`src/rtl/range_classifier_pkg.sv`:
```
// Shared types and helpers for the range_classifier block.
// Used by range_match_decode and range_classifier.
package range_classifier_pkg;

  // Widest band index the result struct can carry (up to 256 bands).
  localparam int unsigned CLS_IDX_MAX_W = 8;

  typedef enum logic {
    MODE_UNIQUE0  = 1'b0,
    MODE_PRIORITY = 1'b1
  } cls_mode_e;

  typedef enum logic {
    ST_EMPTY = 1'b0,
    ST_FULL  = 1'b1
  } cls_state_e;

  typedef struct packed {
    logic                     hit;
    logic [CLS_IDX_MAX_W-1:0] idx;
    logic                     multi;
  } cls_result_t;

  // Increment that sticks at the all-ones value of a width-bit counter.
  function automatic logic [31:0] sat_inc(input logic [31:0] value, input int unsigned width);
    logic [31:0] max_v;
    if (width >= 32) begin
      max_v = 32'hFFFF_FFFF;
    end else begin
      max_v = (32'd1 << width) - 32'd1;
    end
    if (value >= max_v) begin
      return max_v;
    end else begin
      return value + 32'd1;
    end
  endfunction

endpackage

```
`src/rtl/range_match_decode.sv`:
```
// Combinational band matcher: match vector, lowest matching index,
// multi-match flag and the UNIQUE0 overlap indication.
module range_match_decode
  import range_classifier_pkg::*;
#(
  parameter int WIDTH     = 8,
  parameter int NUM_BANDS = 4,
  parameter int IDX_W     = 2
) (
  input  logic [WIDTH-1:0]           value,
  input  logic [NUM_BANDS*WIDTH-1:0] lo,
  input  logic [NUM_BANDS*WIDTH-1:0] hi,
  input  logic                       mode,
  output logic [NUM_BANDS-1:0]       match,
  output logic                       hit,
  output logic [IDX_W-1:0]           idx,
  output logic                       multi,
  output logic                       overlap
);

  // Per-band inclusive compare; a band with lo > hi can never match.
  always_comb begin
    match = '0;
    for (int i = 0; i < NUM_BANDS; i++) begin
      if ((lo[i*WIDTH +: WIDTH] <= value) && (value <= hi[i*WIDTH +: WIDTH])) begin
        match[i] = 1'b1;
      end else begin
        match[i] = 1'b0;
      end
    end
  end

  // Lowest matching band wins; any further match marks a multi-match.
  always_comb begin
    hit   = 1'b0;
    idx   = '0;
    multi = 1'b0;
    for (int i = 0; i < NUM_BANDS; i++) begin
      if (match[i] && !hit) begin
        hit = 1'b1;
        idx = IDX_W'(i);
      end else if (match[i]) begin
        multi = 1'b1;
      end else begin
        multi = multi;
      end
    end
  end

  assign overlap = multi && (cls_mode_e'(mode) == MODE_UNIQUE0);

endmodule

```
`src/rtl/range_classifier.sv`:
```
// Streaming range classifier with one registered output slot and sticky overlap flag.
// Per-band statistics counters are built only when RANGE_CLASSIFIER_STATS_EN is defined.
module range_classifier
  import range_classifier_pkg::*;
#(
  parameter int WIDTH     = 8,
  parameter int NUM_BANDS = 4,
  parameter int CNT_W     = 16
) (
  input  logic                       clk,
  input  logic                       rst,
  input  logic                       in_valid,
  output logic                       in_ready,
  input  logic [WIDTH-1:0]           in_value,
  input  logic [NUM_BANDS*WIDTH-1:0] cfg_lo,
  input  logic [NUM_BANDS*WIDTH-1:0] cfg_hi,
  input  logic                       cfg_mode,
  output logic                       out_valid,
  input  logic                       out_ready,
  output logic                       out_hit,
  output logic [$clog2(NUM_BANDS)-1:0] out_idx,
  output logic                       out_multi,
  output logic                       err_overlap,
  input  logic                       err_clr,
  output logic [NUM_BANDS*CNT_W-1:0] stat_hit,
  output logic [CNT_W-1:0]           stat_miss,
  input  logic                       stat_clr
);

  localparam int IDX_W = $clog2(NUM_BANDS);

  if ((NUM_BANDS < 2) || (IDX_W > int'(CLS_IDX_MAX_W))) begin : g_bad_bands
    $error("range_classifier: NUM_BANDS must be in 2..256");
  end
  if ((CNT_W < 1) || (CNT_W > 32)) begin : g_bad_cnt
    $error("range_classifier: CNT_W must be in 1..32");
  end

  cls_state_e           state_r;
  cls_state_e           state_nxt_s;
  cls_result_t          result_r;
  cls_result_t          result_nxt_s;
  logic                 err_overlap_r;
  logic                 accept_s;
  logic [NUM_BANDS-1:0] band_match_unused_s;
  logic                 dec_hit_s;
  logic [IDX_W-1:0]     dec_idx_s;
  logic                 dec_multi_s;
  logic                 dec_overlap_s;

  range_match_decode #(
    .WIDTH     (WIDTH),
    .NUM_BANDS (NUM_BANDS),
    .IDX_W     (IDX_W)
  ) u_decode (
    .value   (in_value),
    .lo      (cfg_lo),
    .hi      (cfg_hi),
    .mode    (cfg_mode),
    .match   (band_match_unused_s),
    .hit     (dec_hit_s),
    .idx     (dec_idx_s),
    .multi   (dec_multi_s),
    .overlap (dec_overlap_s)
  );

  assign out_valid = (state_r == ST_FULL);
  assign in_ready  = !out_valid || out_ready;
  assign accept_s  = in_valid && in_ready;

  // Slot occupancy register.
  always_ff @(posedge clk) begin
    if (rst) begin
      state_r <= ST_EMPTY;
    end else begin
      state_r <= state_nxt_s;
    end
  end

  // Slot fills on accept and empties on a handshake that brings no replacement.
  always_comb begin
    state_nxt_s  = state_r;
    result_nxt_s = '0;
    result_nxt_s.hit   = dec_hit_s;
    result_nxt_s.idx   = CLS_IDX_MAX_W'(dec_idx_s);
    result_nxt_s.multi = dec_multi_s;
    case (state_r)
      ST_EMPTY: begin
        if (accept_s) begin
          state_nxt_s = ST_FULL;
        end else begin
          state_nxt_s = ST_EMPTY;
        end
      end
      ST_FULL: begin
        if (out_ready && !accept_s) begin
          state_nxt_s = ST_EMPTY;
        end else begin
          state_nxt_s = ST_FULL;
        end
      end
      default: begin
        state_nxt_s = ST_EMPTY;
      end
    endcase
  end

  // Result slot: loads on accept, otherwise holds (stable under backpressure).
  always_ff @(posedge clk) begin
    if (rst) begin
      result_r <= '0;
    end else if (accept_s) begin
      result_r <= result_nxt_s;
    end else begin
      result_r <= result_r;
    end
  end

  // Sticky overlap flag; a new overlap wins over a same-cycle clear.
  always_ff @(posedge clk) begin
    if (rst) begin
      err_overlap_r <= 1'b0;
    end else if (accept_s && dec_overlap_s) begin
      err_overlap_r <= 1'b1;
    end else if (err_clr) begin
      err_overlap_r <= 1'b0;
    end else begin
      err_overlap_r <= err_overlap_r;
    end
  end

  assign out_hit     = result_r.hit;
  assign out_idx     = result_r.idx[IDX_W-1:0];
  assign out_multi   = result_r.multi;
  assign err_overlap = err_overlap_r;

  if (IDX_W < int'(CLS_IDX_MAX_W)) begin : g_idx_pad
    logic [int'(CLS_IDX_MAX_W)-IDX_W-1:0] idx_pad_unused_s;
    assign idx_pad_unused_s = result_r.idx[CLS_IDX_MAX_W-1:IDX_W];
  end

`ifdef RANGE_CLASSIFIER_STATS_EN
  logic [CNT_W-1:0] hit_cnt_r [NUM_BANDS];
  logic [CNT_W-1:0] miss_cnt_r;

  // Saturating hit/miss counters; clear wins over a same-cycle increment.
  always_ff @(posedge clk) begin
    if (rst || stat_clr) begin
      for (int i = 0; i < NUM_BANDS; i++) begin
        hit_cnt_r[i] <= '0;
      end
      miss_cnt_r <= '0;
    end else if (accept_s) begin
      if (dec_hit_s) begin
        hit_cnt_r[dec_idx_s] <= CNT_W'(sat_inc(32'(hit_cnt_r[dec_idx_s]), CNT_W));
      end else begin
        miss_cnt_r <= CNT_W'(sat_inc(32'(miss_cnt_r), CNT_W));
      end
    end else begin
      miss_cnt_r <= miss_cnt_r;
    end
  end

  for (genvar g = 0; g < NUM_BANDS; g++) begin : g_stat_pack
    assign stat_hit[g*CNT_W +: CNT_W] = hit_cnt_r[g];
  end
  assign stat_miss = miss_cnt_r;
`else
  logic stat_clr_unused_s;
  assign stat_clr_unused_s = stat_clr;
  assign stat_hit  = '0;
  assign stat_miss = '0;
`endif

endmodule
```
`config.mk`:
```
export PLATFORM = sky130hd
export DESIGN_NAME = range_classifier
export DESIGN_NICKNAME = d
export VERILOG_FILES = /design/src/rtl/range_classifier_pkg.sv /design/src/rtl/range_match_decode.sv /design/src/rtl/range_classifier.sv
export SDC_FILE = /design/constraint.sdc
export NUM_CORES = 1
export LEC_CHECK = 0
export BUFFER_PORTS_ARGS = -buffer_cell sky130_fd_sc_hd__buf_2
export CAP_MARGIN = 0
export CORE_MARGIN = 2
export CORE_UTILIZATION = 30
export DETAILED_ROUTE_END_ITERATION = 12
export GPL_TIMING_DRIVEN = 0
export PLACE_DENSITY_LB_ADDON = 0.25
export SETUP_SLACK_MARGIN = 0.1
export SYNTH_ARGS = -nofsm -noshare
export SYNTH_HDL_FRONTEND = slang
export SYNTH_SLANG_ARGS = --single-unit
```
`constraint.sdc`:
```
create_clock -name clk -period 4.4 [get_ports clk]
set_clock_uncertainty 0.15 [all_clocks]
set_input_delay 0 -clock clk [delete_from_list [all_inputs] [get_ports clk]]
set_output_delay 0 -clock clk [all_outputs]
set_load 0.05 [all_outputs]
```
==> impl_metrics.json, run 1 <==
{
  "place_area_um2": 3230,
  "io_buffers": 84,
  "synth_area_per_cell_um2": 7.73,
  "via_per_inst": 3.91,
  "fp-row-count": 32,
  "finish.utilization": 0.431,
  "initial_core_util": 0.308,
  "clock_latency_ps": 220,
  "wl_per_cell_um": 10.2,
  "drc_errors": 0,
  "yosys.area.top_type": "ha_1",
  "p_total_mw": 0.584,
  "final_max_slew_viol_count": 0,
  "cts_buffers": 3,
  "track_usage": 0.128,
  "preCtsSetupSlack_ps": 1950,
  "drv_cap": 0,
  "crit_path_max_incr_delay_ps": 550,
  "crit_path_top_delay_cell": "dlygate4sd3_1",
  "synth_edf_count": 0,
  "hold_viol_final": 0,
  "hpwl_mm": 5.40,
  "cts_tree": "yes",
  "final_common_cell": "buf_2",
  "drive_gt1_frac": 0.369,
  "ys_types": 28,
  "path_max_fanout": 5,
  "hold_class": "in -> reg",
  "die_x_um": 93.1,
  "die_y_um": 93.1,
  "setup-tns-final_ps": 0,
  "ys_seq_elements": 6,
  "drt-initial-drc-count": 23,
  "path_clk_slew_ps": 40,
  "outcome": "complete, no violations",
  "wl_mm": 5.91,
  "antenna_left": 0,
  "antenna_found_initial": 1,
  "worst_setup_path_end_kind": "flip-flop",
  "final_cells": 582,
  "synth_cells": 308,
  "yosysWarnings": 0,
  "pin_count": 166,
  "dp.cells": 573,
  "irDropWorstVdd_uv": 191,
  "die-area_um2": 8670,
  "crit_required_ps": 4420,
  "cp.arrival_ps": 2730,
  "pwr_density_cell_nw_per_um2": 175,
  "design_area_um2": 3330,
  "ys.flop_type": "dfxtp_1",
  "antennaDiodeCount": 0,
  "critPathLaunchType": "input pin",
  "fp.coreArea_um2": 7730,
  "grt.overflow.total": 0,
  "grt_pass1_vias": 2036,
  "max_freq_mhz": 368,
  "setup_viol": 0,
  "netlist.area_leader.share": 0.336,
  "crit_chain": "buf_2 -> inv_1 -> ha_1 -> nor2b_1 -> o211ai_2 -> a21oi_1 -> a2111oi_4 -> o22ai_2 -> and3_4 -> or4_1 -> o21ai_1 -> dlygate4sd3_1",
  "cts-root-buf": "clkbuf_8",
  "most-common-layout-cells": "84 x buf_2, 80 x buf_4, 80 x conb_1",
  "fin_ws_ps": 1680,
  "holdWs_ps": 108,
  "leakagePower_nw": 2.04,
  "async_reset_ff_frac": 0,
  "route.vias.total": 2278,
  "grt_max_degree": 9,
  "post-route-period-util": 0.617,
  "clockBufferDepth": 2,
  "grt_pass1_wl_mm": 9.05,
  "min_period_ps": 2720,
  "cts.sinks": 6,
  "cts_max_level": 1,
  "ys_top_cells_by_area": "ha_1 34%, buf_4 25%, a21oi_1 7.1%, inv_1 6.5%, dfxtp_1 5.0%",
  "synth_area_um2": 2380,
  "n_fill_cell": 841,
  "critPathKind": "in -> reg",
  "place.gp.congestion": 0.791,
  "dr.pass1.iters": 4,
  "syn_to_final_growth_pct": 39.7,
  "fin_nets": 625,
  "post_cts_resized": 0,
  "rsz0062_at_grt": "no",
  "seq_area_frac_synth": 0.0504
}
-- final timing paths --
check,from,endpoint,slack (ps),depth (start not counted)
max,in_value[1],err_overlap,1680,12
min,out_ready,out_idx[0],110,4
max reg2reg,out_valid,err_overlap,2400,5
min reg2reg,out_idx[0],out_idx[0],300,2
-- cells in the mapped netlist, types with 2 or more instances --
cell,instances
buf_4,80
ha_1,64
inv_1,41
a21oi_1,34
nand2_1,17
nand4_1,17
nor2b_1,7
o21ai_0,7
dfxtp_1,6
nor2_1,6
o211ai_1,6
o22ai_1,6
o211ai_2,2
-- logic make-up after synthesis --
| logic type | after synthesis | synth area share |
|---|---|---|
| other cells | 1 | 0.00157 |
| simple gates | 52 | 0.119 |
| flops | 6 | 0.0504 |
| buf+inv | 121 | 0.317 |
| fa+ha+maj | 64 | 0.336 |
| compound gates | 64 | 0.176 |
-- layout make-up --
type                       instances  area (µm²)  area share
timing repair buffer              90         480       0.144
buffer                            80         601       0.181
inverter                          41         154      0.0463
multi-input combinational        260        1800       0.542
clock buffer                       3        41.3      0.0124
tap                              102         128      0.0384
sequential                         6         120      0.0361
-- worst max-delay path, delay by kind of cell --
kind | cells | cell delay [ps]
AO/OA/AOI/OAI | 5 | 810
adder cells (fa/ha/maj) | 1 | 320
buffers and inverters | 3 | 830
AND/OR/NAND/NOR | 3 | 750
-- flip-flops by register name, summed over array words and instances (netlist names) --
signal       cells
out_hit          1
out_idx          2
err_overlap      1
out_multi        1
out_valid        1
-- layer usage --
| metal | wire (µm) | track usage | part of all wire | up-vias |
|---|---|---|---|---|
| met5 | 0 | 0 | 0 | - |
| met2 | 2970 | 0.241 | 0.50 | 77 |
| met3 | 410 | 0.0177 | 0.069 | 2 |
| met4 | 17 | 0.0147 | 0.0029 | 0 |
| li1 | - | - | - | 1261 |
| met1 | 2520 | 0.159 | 0.43 | 938 |
-- where the power goes --
| group | internal, mW | switching, mW | leakage (nW) |
|---|---|---|---|
| registers | 0.0597 | 0.00234 | 0.0493 |
| clock network | 0.0588 | 0.0241 | 0.0216 |
| logic | 0.153 | 0.286 | 1.97 |
-- what timing repair did --
item	CTS	global route
hold endpoints to repair	6	0
setup buffers	0	0
hold buffers	6	0
Note: power is estimated with default switching activity, not from simulation.
==> inputs of run 2 (changes only) <==
==> constraint.sdc (replaced) <==
create_clock -name clk -period 2.6 [get_ports clk]
set_clock_uncertainty 0.15 [all_clocks]
set_input_delay 0 -clock clk [delete_from_list [all_inputs] [get_ports clk]]
set_output_delay 0 -clock clk [all_outputs]
set_load 0.05 [all_outputs]
==> impl_metrics.json, run 2 (synthesis gave the netlist of run 1 again) <==
{
  "outcome": "complete, no violations",
  "rsz0062_at_grt": "no",
  "critPathLaunchType": "input pin",
  "drt-initial-drc-count": 22,
  "final_max_slew_viol_count": 0,
  "pin_count": 166,
  "most-common-layout-cells": "84 x buf_2, 80 x buf_4, 80 x conb_1",
  "crit_chain": "buf_2 -> inv_1 -> ha_1 -> nor2b_1 -> o211ai_2 -> a21oi_1 -> a2111oi_4 -> o22ai_2 -> and3_4 -> or4_1 -> o21ai_1",
  "cts_tree": "yes",
  "critPathKind": "in -> reg",
  "crit_path_max_incr_delay_ps": 400,
  "io_buffers": 84,
  "place.gp.congestion": 0.791,
  "syn_to_final_growth_pct": 39.7,
  "post-route-period-util": 0.838,
  "drv_cap": 0,
  "finish.utilization": 0.431,
  "wl_per_cell_um": 10.1,
  "fp-row-count": 32,
  "crit_family": "compound AO/OA/AOI/OAI gates",
  "cts_buffers": 3,
  "antenna_found_initial": 1,
  "clockBufferDepth": 2,
  "path_clk_slew_ps": 40,
  "pwr_density_cell_nw_per_um2": 297,
  "leakagePower_nw": 2.04,
  "critPathBufInv": 2,
  "worst_setup_path_end_kind": "flip-flop",
  "final_common_cell": "buf_2",
  "antennaDiodeCount": 0,
  "cts_max_level": 1,
  "drive_gt1_frac": 0.369,
  "min_period_ps": 2180,
  "initial_core_util": 0.308,
  "antenna_left": 0,
  "hpwl_mm": 5.40,
  "path_max_fanout": 5,
  "die-area_um2": 8670,
  "grt_pass1_wl_mm": 8.98,
  "cts.sinks": 6,
  "setup_viol": 0,
  "fin_nets": 625,
  "die_y_um": 93.1,
  "grt_pass1_vias": 2030,
  "cp.arrival_ps": 2180,
  "cts-root-buf": "clkbuf_8",
  "crit_path_top_delay_cell": "or4_1",
  "hold_viol_final": 0,
  "drc_errors": 0,
  "wl_mm": 5.89,
  "post_cts_resized": 0,
  "max_freq_mhz": 459,
  "crit_required_ps": 2610,
  "track_usage": 0.127,
  "setup-tns-final_ps": 0,
  "dr.pass1.iters": 4,
  "hold_class": "in -> reg",
  "grt_max_degree": 9,
  "irDropWorstVdd_uv": 323,
  "grt.overflow.total": 0,
  "fp.coreArea_um2": 7730,
  "largest_reg_flops": 2,
  "cts_hold_buf": 6,
  "clock_latency_ps": 220,
  "route.vias.total": 2278,
  "postCtsSetupBuffers": 0,
  "via_per_inst": 3.91,
  "die_x_um": 93.1
}
## run 2: cell counts in the layout (fill, tap and decap cells not counted)
No cell type changed its count.
## run 2: cell type report
class	count	area (µm²)
inverter	41	154
sequential	6	120
timing repair buffer	90	480
buffer	80	601
tap	102	128
clock buffer	3	41.3
fill	842	4400
multi-input combinational	260	1800
## run 2: metrics by stage
step           total power, mW  cell area [µm²]  hold WS (ps)  std cells  setup WS [ps]
6_report                 0.987             3330           108        582            422
4_1_cts                  0.992             3330           114        582            386
2_1_floorplan            0.703             2680         -80.9        387            561
3_3_place_gp             0.828             3230           112        573            203
3_5_place_dp             0.840             3230           109        573            151
5_1_grt                   1.07             3330           172        582            236
## run 2: final timing paths
kind | from | endpoint | slack [ps] | depth (start not counted)
worst min-delay path | out_ready | out_idx[0] | 110 | 4
worst max register to register | out_valid | err_overlap | 1140 | 4
worst max-delay path | in_value[1] | err_overlap | 420 | 11
worst min register to register | out_idx[0] | out_idx[0] | 300 | 2
## run 2: worst min-delay path: cells and delay by family
| kind | cells | cell delay (ps) |
|---|---|---|
| compound gates | 1 | 60 |
| buf+inv | 1 | 90 |
| simple gates | 2 | 280 |
## run 2: layer usage
layer	vias up	global-route usage	share of wire
met2	79	0.239	0.50
met3	2	0.0177	0.069
li1	1262	-	-
met4	0	0.0147	0.0029
met1	935	0.158	0.43
met5	-	0	0
## run 2: report_power, final
group / total (mW) / switching, mW / internal (mW) / leakage, nW
clock network: 0.140 / 0.0403 / 0.0995 / 0.0216
registers: 0.105 / 0.00389 / 0.101 / 0.0493
logic: 0.742 / 0.484 / 0.258 / 1.97
